### config.mk
export PLATFORM = sky130hd
export DESIGN_NAME = relu_stream_ctrl
export DESIGN_NICKNAME = d
export VERILOG_FILES = /design/src/rtl/relu_pkg.sv /design/src/rtl/relu_clip.sv /design/src/rtl/relu_stream_ctrl.sv
export SDC_FILE = /design/constraint.sdc
export NUM_CORES = 1
export LEC_CHECK = 0
export ABC_AREA = 1
export CAP_MARGIN = 20
export CORE_MARGIN = 1.5
export CORE_UTILIZATION = 55
export CTS_BUF_LIST = sky130_fd_sc_hd__clkbuf_8
export CTS_CLUSTER_DIAMETER = 200
export CTS_CLUSTER_SIZE = 10
export DETAILED_ROUTE_END_ITERATION = 10
export GPL_TIMING_DRIVEN = 0
export PLACE_DENSITY_LB_ADDON = 0.2
export SLEW_MARGIN = 20
export SYNTH_ARGS = -nofsm -noshare
export SYNTH_HDL_FRONTEND = slang
export SYNTH_SLANG_ARGS = --single-unit
### constraint.sdc
create_clock -name clk -period 4.4 [get_ports clk]
set_clock_uncertainty 0.15 [all_clocks]
set_input_delay 0.88 -clock clk [delete_from_list [all_inputs] [get_ports clk]]
set_output_delay 0.88 -clock clk [all_outputs]
set_load 0.01 [all_outputs]
### src/rtl/relu_pkg.sv
// Shared widths, state encoding and saturation ceiling for the ReLU output stream.
package relu_pkg;

    localparam int unsigned DEF_IN_W  = 16;
    localparam int unsigned DEF_OUT_W = 8;
    localparam int unsigned DEF_CNT_W = 12;

    localparam int unsigned OUT_MAX = (1 << DEF_OUT_W) - 1;

    typedef enum logic [1:0] {
        IDLE,
        RUN,
        DRAIN,
        DONE
    } state_t;

endpackage

### src/rtl/relu_clip.sv
// Combinational output activation: ReLU, optional clip ceiling, then saturation to OUT_W bits.
module relu_clip
    import relu_pkg::*;
#(
    parameter int unsigned IN_W  = DEF_IN_W,
    parameter int unsigned OUT_W = DEF_OUT_W
) (
    input  logic [IN_W-1:0]  in_data,
    input  logic             clip_en,
    input  logic [OUT_W-1:0] clip_val,
    output logic [OUT_W-1:0] act
);

    localparam logic [IN_W-1:0] SAT = (OUT_W == DEF_OUT_W) ? IN_W'(OUT_MAX)
                                                           : IN_W'((1 << OUT_W) - 1);

    logic [IN_W-1:0] clip_ext;

    assign clip_ext = {{(IN_W-OUT_W){1'b0}}, clip_val};

    // Sign bit clear means the remaining compares can be done unsigned.
    always_comb begin
        act = in_data[OUT_W-1:0];
        if (in_data[IN_W-1]) begin
            act = '0;
        end else if (clip_en && (in_data > clip_ext)) begin
            act = clip_val;
        end else if (in_data > SAT) begin
            act = '1;
        end
    end

endmodule

### src/rtl/relu_stream_ctrl.sv
// Job sequencer streaming accumulator values through relu_clip into a one-deep
// registered output stage with valid/ready on both sides.
module relu_stream_ctrl
    import relu_pkg::*;
#(
    parameter int unsigned IN_W  = DEF_IN_W,
    parameter int unsigned OUT_W = DEF_OUT_W,
    parameter int unsigned CNT_W = DEF_CNT_W
) (
    input  logic             clk,
    input  logic             rst_n,
    input  logic             start,
    input  logic             cfg_clip_en,
    input  logic [OUT_W-1:0] cfg_clip_val,
    input  logic [CNT_W-1:0] cfg_len,
    input  logic             in_valid,
    input  logic [IN_W-1:0]  in_data,
    output logic             in_ready,
    output logic             out_valid,
    output logic [OUT_W-1:0] out_data,
    output logic             out_last,
    input  logic             out_ready,
    output logic             busy,
    output logic             done,
    output logic [CNT_W-1:0] elem_cnt
);

    state_t           state, state_nxt;
    logic [CNT_W-1:0] rem;
    logic             clip_en_q;
    logic [OUT_W-1:0] clip_val_q;
    logic [OUT_W-1:0] act;
    logic             start_acc;
    logic             xfer;
    logic             out_hs;

    relu_clip #(
        .IN_W  (IN_W),
        .OUT_W (OUT_W)
    ) u_clip (
        .in_data  (in_data),
        .clip_en  (clip_en_q),
        .clip_val (clip_val_q),
        .act      (act)
    );

    assign xfer   = in_valid && in_ready;
    assign out_hs = out_valid && out_ready;

    always_comb begin
        state_nxt = state;
        in_ready  = 1'b0;
        start_acc = 1'b0;
        busy      = 1'b0;
        done      = 1'b0;
        case (state)
            IDLE: begin
                if (start) begin
                    start_acc = 1'b1;
                    state_nxt = (cfg_len != '0) ? RUN : DONE;
                end
            end
            RUN: begin
                busy     = 1'b1;
                in_ready = (rem != '0) && (!out_valid || out_ready);
                if (in_valid && in_ready && (rem == CNT_W'(1))) begin
                    state_nxt = DRAIN;
                end
            end
            DRAIN: begin
                busy = 1'b1;
                if (out_valid && out_ready) begin
                    state_nxt = DONE;
                end
            end
            DONE: begin
                done      = 1'b1;
                state_nxt = IDLE;
            end
            default: state_nxt = IDLE;
        endcase
    end

    always_ff @(posedge clk or negedge rst_n) begin
        if (!rst_n) begin
            state      <= IDLE;
            rem        <= '0;
            clip_en_q  <= 1'b0;
            clip_val_q <= '0;
            out_valid  <= 1'b0;
            out_data   <= '0;
            out_last   <= 1'b0;
            elem_cnt   <= '0;
        end else begin
            state <= state_nxt;
            if (start_acc) begin
                clip_en_q  <= cfg_clip_en;
                clip_val_q <= cfg_clip_val;
                rem        <= cfg_len;
            end
            // A new transfer overwrites the stage even when the old beat handshakes now.
            if (xfer) begin
                out_data  <= act;
                out_valid <= 1'b1;
                out_last  <= (rem == CNT_W'(1));
                rem       <= rem - CNT_W'(1);
            end else if (out_hs) begin
                out_valid <= 1'b0;
                out_last  <= 1'b0;
            end
            if (start_acc) begin
                elem_cnt <= '0;
            end else if (out_hs) begin
                elem_cnt <= elem_cnt + CNT_W'(1);
            end
        end
    end

endmodule

# --- Word-level counts from Yosys, hierarchy flattened ---
# Index checks and enable logic that the tools add are counted.
classes:
  addsub: 2
  n_mux: 20
  n_reduce_logical: 16
  magnitude_cmp: 2
  n_eq_ne: 7
op_table:
  columns: ["operator", "count"]
  rows:
  - ["$mux 12", 4]
  - ["$mux 8", 3]
  - ["$reduce_bool 12->1", 2]
  - ["$gt 16x8->1", 1]
  - ["$gt 16x8->1 const B", 1]
  - ["$add 12x1->12 const B", 1]
  - ["$eq 12x1->1 const B", 1]
  - ["$sub 12x1->12 const B", 1]
  - ["$mux 1", 8]
  - ["$mux 2", 4]
  - ["$pmux 2 s4", 1]
  - ["$logic_and 1x1->1", 6]
  - ["$ne 2x2->1 const B", 3]
  - ["$reduce_bool 2->1", 3]
  - ["$eq 2x2->1 const B", 2]
  - ["$reduce_and 3->1", 1]
  - ["$eq 2x1->1 const B", 1]
  - ["$logic_not 2->1", 1]
  - ["$reduce_or 2->1", 1]
  - ["$logic_not 1->1", 1]
  - ["$logic_or 1x1->1", 1]
word_totals:
  register_bits: 45
  output_inout_bits: 25
  word_cells: 55
  in_bits: 42

# --- Longest topological paths before layout ---
# Gate-level depths: netlist (run 1).
logic_depth:
  word_depth: 7
  depth_mapped: 13
  mapped_depth_nobuf: 13

# --- Cells and area by module ---
# From an unflattened synthesis (run 1), not the netlist that was laid out.
unflattened:
  cells_unflattened: 434
  hier_area_um2: 3061.7
modules_own_cells:
  columns: ["module", "cells_per_inst", "seq_area_each_um2", "area_per_inst_um2", "n_inst"]
  rows:
  - ["relu_stream_ctrl", 336, 1126.1, 2527.4, 1]
  - ["relu_clip", 98, 0.0, 534.3, 1]

# --- Least setup slack after synthesis (run 1) ---
# No wires, ideal clock.
synth_path:
  path_type: "input port to flip-flop"
  from: "input port in_data[7]"
  to: "register out_data[0]"
  setup_ps: 118
  n_path_buf: 0
  arrival_time_ps: 1988
  setup_slack_ps: 2145
  stages: 8
  t_required_ps: 4132
  path_cell_list: "ha_1 -> a21o_1 -> nor2_1 -> nand3_1 -> nand3_2 -> nand2_1 -> nand3_1 -> nand2_1"
synth_between:
  elab_chain_cells: 4
  elab_cells_between_ends: 6
  classes_between: "2 x order compare; 3 x mux; 1 x reduce/logical"
synth_rtl:
  columns: ["item", "line", "text"]
  rows:
  - ["start, declared", "relu_stream_ctrl.sv:17", "input logic [IN_W-1:0] in_data,"]
  - ["$gt 16x8->1, on equally long branches", "relu_clip.sv:28, relu_clip.sv:26", null]
  - ["$mux 8 / $logic_and 1x1->1 (equally long branches)", "relu_clip.sv:28, relu_clip.sv:26", null]
  - ["$mux 8 *", "relu_clip.sv:26", "end else if (clip_en && (in_data > clip_ext)) begin"]
  - ["$mux 8 *", "relu_clip.sv:24", "if (in_data[IN_W-1]) begin"]
  - ["end signal, assigned", "relu_stream_ctrl.sv:103", "out_data <= act;"]
  - ["end, declared", "relu_stream_ctrl.sv:20", "output logic [OUT_W-1:0] out_data,"]
# Mark *: on every way between the ends. The rest lies on a longest branch, timed or not.
# A chain may end at the register's enable or synchronous reset.

# --- Worst setup path in the final report (run 1) ---
layout_path:
  from: "input port out_ready"
  to: "output port in_ready"
layout_between:
  elab_chain_cells: 3
layout_rtl:
  columns: ["item", "line", "text"]
  rows:
  - ["start, declared", "relu_stream_ctrl.sv:22", "input logic out_ready,"]
  - ["$logic_or 1x1->1", "relu_stream_ctrl.sv:65", "in_ready = (rem != '0) && (!out_valid || out_ready);"]
  - ["$logic_and 1x1->1", "relu_stream_ctrl.sv:65", null]
  - ["$mux 1", "relu_stream_ctrl.sv:56", "case (state)"]
  - ["end, declared", "relu_stream_ctrl.sv:18", "output logic in_ready,"]
# No other way between the ends.

==> Flow_metrics.wiki, run 1 <==
{| class="wikitable"
! Metric !! Value
|-
| Leak || 1.74 nW
|-
| Worst Path Arrival || 2370 ps
|-
| WS Path Type || in2out
|-
| # rows || 25
|-
| Post-CTS Hold Fix Bufs || 0
|-
| Clock net sink count || 45
|-
| Number of optimization iterations in the first detailed-route pass || 4
|-
| RSZ-0062 raised after global routing || false
|-
| Required time at the endpoint of the critical path || roughly 3400 ps
|-
| Total via count in the routed design || roughly 2600
|-
| Initial detailed-routing violation count || 144
|-
| Count of flip-flops with a built-in enable after synthesis || 0
|-
| Dominant combinational cell family by area after synthesis || simple AND/OR/NAND/NOR gates
|-
| Detail Route Antenna Nets || 0
|-
| Simple-gate area share of the yosys netlist || 0.344
|-
| Total setup violations reported at the end of the flow || 0
|-
| Launching element type of the critical path || input port
|-
| Count leader, synth || sky130_fd_sc_hd__nand2_1
|-
| Synth Register Bits || 45
|-
| Share of the yosys chip area belonging to registers || 0.405
|-
| Setup Total Neg Slack || 0 ps
|-
| Headroom to the max-slew limit || 0.689
|-
| Clock Pin Slew Worst Setup and Hold Paths || ~80 ps
|-
| NumNets Final || between 500 and 600
|-
| Fin crit share || 0.773
|-
| Cell variety after synth || 34
|-
| Net switching power of the design || 0.000798 W
|-
| Total inserted antenna cells || 0
|-
| Syn avg cell area || approximately 7.5 um^2
|-
| Core ar. || approximately 4800 um^2
|-
| Status || finished, final reports clean
|-
| DRT Wirelength || 6250 um
|-
| Part of the total power dissipated in the clock network || 0.131
|-
| H-Tree Depth || 2
|-
| Die outline height || approximately 74 um
|-
| Fmax || ~300 MHz
|-
| Final hold viol count || 0
|-
| Share of the synthesized area in compound gates (AO/OA/AOI/OAI) || 0.0715
|-
| Hold Path Class || reg2reg
|-
| Peak supply drop || 0.000246 V
|-
| Cell count after synthesis || 370
|-
| Post-DR wirelength/cell || between 10 and 15 um
|-
| Number of buffers added by the clock tree synthesis step || 5
|-
| Post-route core utilization || 0.757
|-
| Total power divided by cell area || between 500 and 600 nW/um^2
|-
| Area leader, netlist || sky130_fd_sc_hd__dfrtp_1
|-
| Horizontal die dimension || between 70 and 80 um
|-
| Yosys warning total || 0
|-
| Number of remaining DRC errors || 0
|-
| Die area || roughly 5500 um^2
|-
| Vias in the first global route || 2288
|-
| Post-Syn Nets || around 430
|-
| Synth Area in XOR/XNOR || 0.0315
|-
| Later-pin clock latency in the skew report || between 200 and 300 ps
|-
| Count of pins over their slew limit || 0
|-
| I/O pin cnt || 67
|-
| Maximum number of buffers from clock root to sink || 2
|-
| FFs w/ async S/R, synth || 1.00
|-
| Detail Placement HPWL || roughly 4900 um
|-
| Dominant synthesized flop cell || sky130_fd_sc_hd__dfrtp_1
|-
| Setup Fix Bufs, Post-CTS || 0
|-
| Slew of the pin with the lowest slew margin || approximately 470 ps
|-
| Global-route total usage across every layer || 0.246
|-
| Combinational fraction of design power || 0.511
|-
| Wire length of the first global-routing pass || around 10000 um
|-
| Internal Pwr Total || between 0.001 and 0.0015 W
|-
| PostCTS Resize Cnt || 0
|-
| Count of filler cells inserted in the layout || between 300 and 400
|-
| Number of antenna violations at the first check in global routing || 0
|-
| Minimum clock period after layout || around 3400 ps
|-
| Routability-driven placement congestion ratio || ~0.86
|-
| Max FO, Critical Path || 3
|-
| Post-synthesis share of cell area spent on full adders, half adders and majority gates || 0.0719
|-
| CTS tree || done
|-
| Number of max-capacitance violations reported || 0
|-
| Crit path capture type || primary output
|-
| Post-synthesis mux area share || 0
|-
| Port Buf Inserts || between 60 and 70
|-
| Clock root cell || sky130_fd_sc_hd__clkbuf_8
|-
| Summed instance area of the synthesized netlist || about 2800 um^2
|-
| Top cell type's share of synthesized area || 0.405
|-
| Fraction of final layout cells with drive strength greater than 1 || 0.0652
|-
| Starting Density || 0.581
|-
| Number of vias per cell after detailed routing || 4.99
|-
| Synth top cells by count || sky130_fd_sc_hd__nand2_1 (107), sky130_fd_sc_hd__dfrtp_1 (45), sky130_fd_sc_hd__inv_1 (42)
|-
| Switching share of power || 0.423
|-
| Power share of the sequential group || 0.358
|-
| Pin count of the biggest net entering global routing || 31
|-
| Remaining global-route overflow || 0
|-
| Synth area leaders || sky130_fd_sc_hd__dfrtp_1 (40%), sky130_fd_sc_hd__nand2_1 (14%), sky130_fd_sc_hd__ha_1 (7.2%)
|-
| Synth-to-Final Area Change || 30.3%
|}
## power by group through the flow
stage	registers, W	clock network (W)	logic [W]
floorplan	0.000678	0	0.000633
global placement	0.000674	0	0.000927
detailed placement	0.000683	0	0.000968
CTS	0.000675	0.000255	0.000974
global route	0.000693	0.000275	0.00110
finish	0.000675	0.000247	0.000966
## cell families after synthesis
group                      after synthesis
and+or+nand+nor                        208
AOI/OAI and AO/OA                       39
DFF                                     45
adders and majority gates               16
xor gates and xnor gates                10
buffers and inverters                   52
## worst max-delay path, stage by stage
cell,delay [ps]
sky130_fd_sc_hd__clkdlybuf4s50_1,530
sky130_fd_sc_hd__nor2_1,70
sky130_fd_sc_hd__inv_1,120
sky130_fd_sc_hd__nand2_4,80
sky130_fd_sc_hd__nor2_8,140
sky130_fd_sc_hd__clkdlybuf4s50_1,550
## flip-flops by register name, summed over array words and instances, names as in the netlist
name	flops
clip_en_q	1
clip_val_q	8
elem_cnt	12
out_data	8
out_last	1
out_valid	1
rem	12
state	2
## worst paths after layout
kind | startpoint | end | slack (ps) | depth (start not counted)
setup / recovery | out_ready | in_ready | 1000 | 6
hold / removal | out_data[1] | out_data[1] | 340 | 2
setup reg to reg | state[0] | rem[8] | 2200 | 7
hold reg to reg | out_data[1] | out_data[1] | 340 | 2
max in group asynchronous | rst_n | clip_val_q[4] | 3260 | 2
min in group asynchronous | rst_n | rem[4] | 350 | 1
## layout make-up
| cell class | instances | area, um^2 | share of cell area |
|---|---|---|---|
| Buffer | 7 | 45.0 | 0.0124 |
| Clock buffer | 5 | 68.8 | 0.0190 |
| Clock inverter | 3 | 13.8 | 0.00380 |
| Inverter | 45 | 169 | 0.0466 |
| Multi-Input combinational cell | 273 | 1440 | 0.398 |
| Sequential cell | 45 | 1130 | 0.311 |
| Tap cell | 67 | 83.8 | 0.0231 |
| Timing Repair Buffer | 67 | 676 | 0.186 |
## cells in the final DEF, fill, tap and decap left out, types with 2 or more instances in the layout
| cell | count |
|---|---|
| sky130_fd_sc_hd__nand4_1 | 12 |
| sky130_fd_sc_hd__o21ai_1 | 12 |
| sky130_fd_sc_hd__nor3_1 | 7 |
| sky130_fd_sc_hd__a21oi_1 | 9 |
| sky130_fd_sc_hd__clkbuf_8 | 5 |
| sky130_fd_sc_hd__xnor2_1 | 3 |
| sky130_fd_sc_hd__clkinv_2 | 2 |
| sky130_fd_sc_hd__dfrtp_1 | 45 |
| sky130_fd_sc_hd__buf_6 | 2 |
| sky130_fd_sc_hd__o21ai_0 | 16 |
| sky130_fd_sc_hd__nand2_1 | 107 |
| sky130_fd_sc_hd__xor2_1 | 7 |
| sky130_fd_sc_hd__nand3_1 | 24 |
| sky130_fd_sc_hd__nor3_2 | 2 |
| sky130_fd_sc_hd__inv_2 | 2 |
| sky130_fd_sc_hd__inv_1 | 43 |
| sky130_fd_sc_hd__or2_1 | 2 |
| sky130_fd_sc_hd__nor2_2 | 2 |
| sky130_fd_sc_hd__clkdlybuf4s50_1 | 65 |
| sky130_fd_sc_hd__ha_1 | 16 |
| sky130_fd_sc_hd__clkbuf_1 | 3 |
| sky130_fd_sc_hd__nor2_4 | 2 |
| sky130_fd_sc_hd__nor2_1 | 38 |
| sky130_fd_sc_hd__nand2_2 | 4 |
## routing by layer
metal / vias to the layer above / global-route usage / routed length, um
met3: 7 / 0.0528 / 187
li1: 1327 / - / -
met5: - / 0 / 0
met1: 1174 / 0.315 / 2800
met4: 0 / 0.0638 / 59
met2: 46 / 0.423 / 3200
## metrics by stage
stage                     hold slack [ps]  cells  power, W  cell area (um^2)  worst slack [ps]
after global routing                  357    512   0.00206              3620               922
after floorplan                       302    370   0.00131              2780              2140
final                                 343    512   0.00189              3620               999
after CTS                             343    512   0.00190              3620               991
after detailed placement              321    504   0.00165              3540               991
after global placement                316    503   0.00160              3530              1020
No activity file was read; power rests on OpenSTA's default activity.
==> run 2: changes to the inputs <==
- CORE_UTILIZATION: 55 -> 52
- clock period: 4.4 -> 3.31 ns (I/O delays scaled with it)
==> Flow_metrics.wiki, run 2 (synthesis results as in run 1) <==
{| class="wikitable"
! Metric !! Value
|-
| Initial detailed-routing violation count || around 160
|-
| Max FO, Critical Path || 3
|-
| H-Tree Depth || 2
|-
| Headroom to the max-slew limit || 0.658
|-
| Total via count in the routed design || 2586
|-
| Setup Total Neg Slack || 0 ps
|-
| Fin Hold WS || 172 ps
|-
| Post-DR wirelength/cell || around 13 um
|-
| Post-route core utilization || 0.707
|-
| Final hold viol count || 0
|-
| Later-pin clock latency in the skew report || 300 ps
|-
| Maximum number of buffers from clock root to sink || 2
|-
| Pin count of the biggest net entering global routing || 27
|-
| Biggest registers after layout || elem_cnt (12), rem (12)
|-
| Core ar. || 5140 um^2
|-
| Routability-driven placement congestion ratio || approximately 0.88
|-
| Count of pins over their slew limit || 0
|-
| Leak || 1.74 nW
|-
| Slew of the pin with the lowest slew margin || roughly 510 ps
|-
| Peak supply drop || between 0.0003 and 0.0004 V
|-
| Launching element type of the critical path || input port
|-
| Wire length of the first global-routing pass || between 10000 and 15000 um
|-
| Port Buf Inserts || between 60 and 70
|-
| Setup Fix Bufs, Post-CTS || 0
|-
| Number of vias per cell after detailed routing || ~5
|-
| Crit path capture type || primary output
|-
| Synth-to-Final Area Change || 30.5%
|-
| Detail Placement HPWL || roughly 5000 um
|-
| Overall power consumption || about 0.0025 W
|-
| Post-CTS Hold Fix Bufs || 0
|-
| Die outline height || ~76 um
|-
| I/O pin cnt || 67
|-
| Clock root cell || sky130_fd_sc_hd__clkbuf_8
|-
| Status || finished, final reports clean
|-
| Die area || approximately 5800 um^2
|-
| Clock Pin Slew Worst Setup and Hold Paths || about 80 ps
|-
| PostCTS Resize Cnt || 0
|-
| Required time at the endpoint of the critical path || about 2500 ps
|-
| Clock net sink count || 45
|-
| RSZ-0062 raised after global routing || false
|-
| Worst Setup Slack post-DPL || 352 ps
|-
| Remaining global-route overflow || 0
|-
| Starting Density || 0.541
|-
| Commonest cells after routing, fill and taps aside || sky130_fd_sc_hd__nand2_1 (107), sky130_fd_sc_hd__clkdlybuf4s50_1 (65), sky130_fd_sc_hd__dfrtp_1 (45)
|-
| Fmax || approximately 340 MHz
|-
| Worst Path Arrival || around 2100 ps
|-
| PnR worst setup slack || 358 ps
|-
| Hold Path Class || in2async
|-
| Number of remaining DRC errors || 0
|-
| Minimum clock period after layout || just under 3000 ps
|-
| # rows || 26
|-
| Number of max-capacitance violations reported || 0
|-
| Global-route total usage across every layer || 0.247
|-
| Number of buffers added by the clock tree synthesis step || 5
|-
| Number of optimization iterations in the first detailed-route pass || 5
|-
| Fin crit share || 0.892
|-
| Number of antenna violations at the first check in global routing || 0
|-
| Total setup violations reported at the end of the flow || 0
|-
| NumNets Final || about 500
|-
| Total inserted antenna cells || 0
|-
| Total power divided by cell area || 697 nW/um^2
|-
| Fraction of final layout cells with drive strength greater than 1 || 0.0674
|-
| Vias in the first global route || approximately 2600
|-
| DRT Wirelength || around 6500 um
|-
| Detail Route Antenna Nets || 0
|-
| WS Path Type || in2out
|-
| Horizontal die dimension || about 76 um
|-
| CTS tree || done
|-
| Commonest non-fill, non-tap cell in the layout || sky130_fd_sc_hd__nand2_1
|}
## run 2: cell types whose count changed in the layout (fill, tap and decap cells not counted), sizes merged
| cell | previous run | this run |
|---|---|---|
| clkinvlp | 0 | 1 |
| inv | 45 | 44 |
## run 2: path summary, 6_finish.rpt
path	slack (ps)	start	depth (start not counted)	to
worst max-delay path	360	out_ready	6	in_ready
worst min-delay path	170	rst_n	1	rem[5]
worst max register to register	1160	state[0]	7	rem[8]
worst min register to register	340	rem[1]	2	rem[1]
max in group asynchronous	2320	rst_n	2	elem_cnt[5]
min in group clk	340	rem[1]	2	rem[1]
## run 2: power breakdown
part | switching, W | leakage, nW | total (W) | internal [W]
logic | 0.000735 | 1.12 | 0.00129 | 0.000557
clock network | 0.000193 | 0.0439 | 0.000338 | 0.000146
registers | 0.000150 | 0.575 | 0.000901 | 0.000750
total | 0.00108 | 1.74 | 0.00253 | 0.00145
## run 2: cell type report
| type | count | area (um^2) |
|---|---|---|
| multi-input cells | 273 | 1440 |
| fillers | 440 | 1510 |
| flip-flops and latches | 45 | 1130 |
| clock buffers | 5 | 68.8 |
| plain buffers | 7 | 45.0 |
| well taps | 70 | 87.6 |
| clock inverters | 3 | 17.5 |
| inverters | 45 | 169 |
| repair buffers | 67 | 676 |
## run 2: layer usage
layer | vias up | GRT usage | share of wire
li1 | 1327 | - | -
met1 | 1176 | 0.297 | 0.42
met2 | 75 | 0.455 | 0.52
met3 | 8 | 0.0467 | 0.052
met4 | 0 | 0.0593 | 0.0095
met5 | - | 0 | 0
## run 2: worst max-delay path, stage by stage
cell                              delay (ps)
sky130_fd_sc_hd__clkdlybuf4s50_1         530
sky130_fd_sc_hd__nor2_1                   70
sky130_fd_sc_hd__inv_1                   100
sky130_fd_sc_hd__nand2_4                  80
sky130_fd_sc_hd__nor2_8                  140
sky130_fd_sc_hd__clkdlybuf4s50_1         560
## run 2: through the flow
step / std cells / cell area [um^2]
global placement: 506 / 3530
floorplan: 370 / 2780
CTS: 515 / 3630
global route: 515 / 3630
finish: 515 / 3630
detailed placement: 507 / 3550
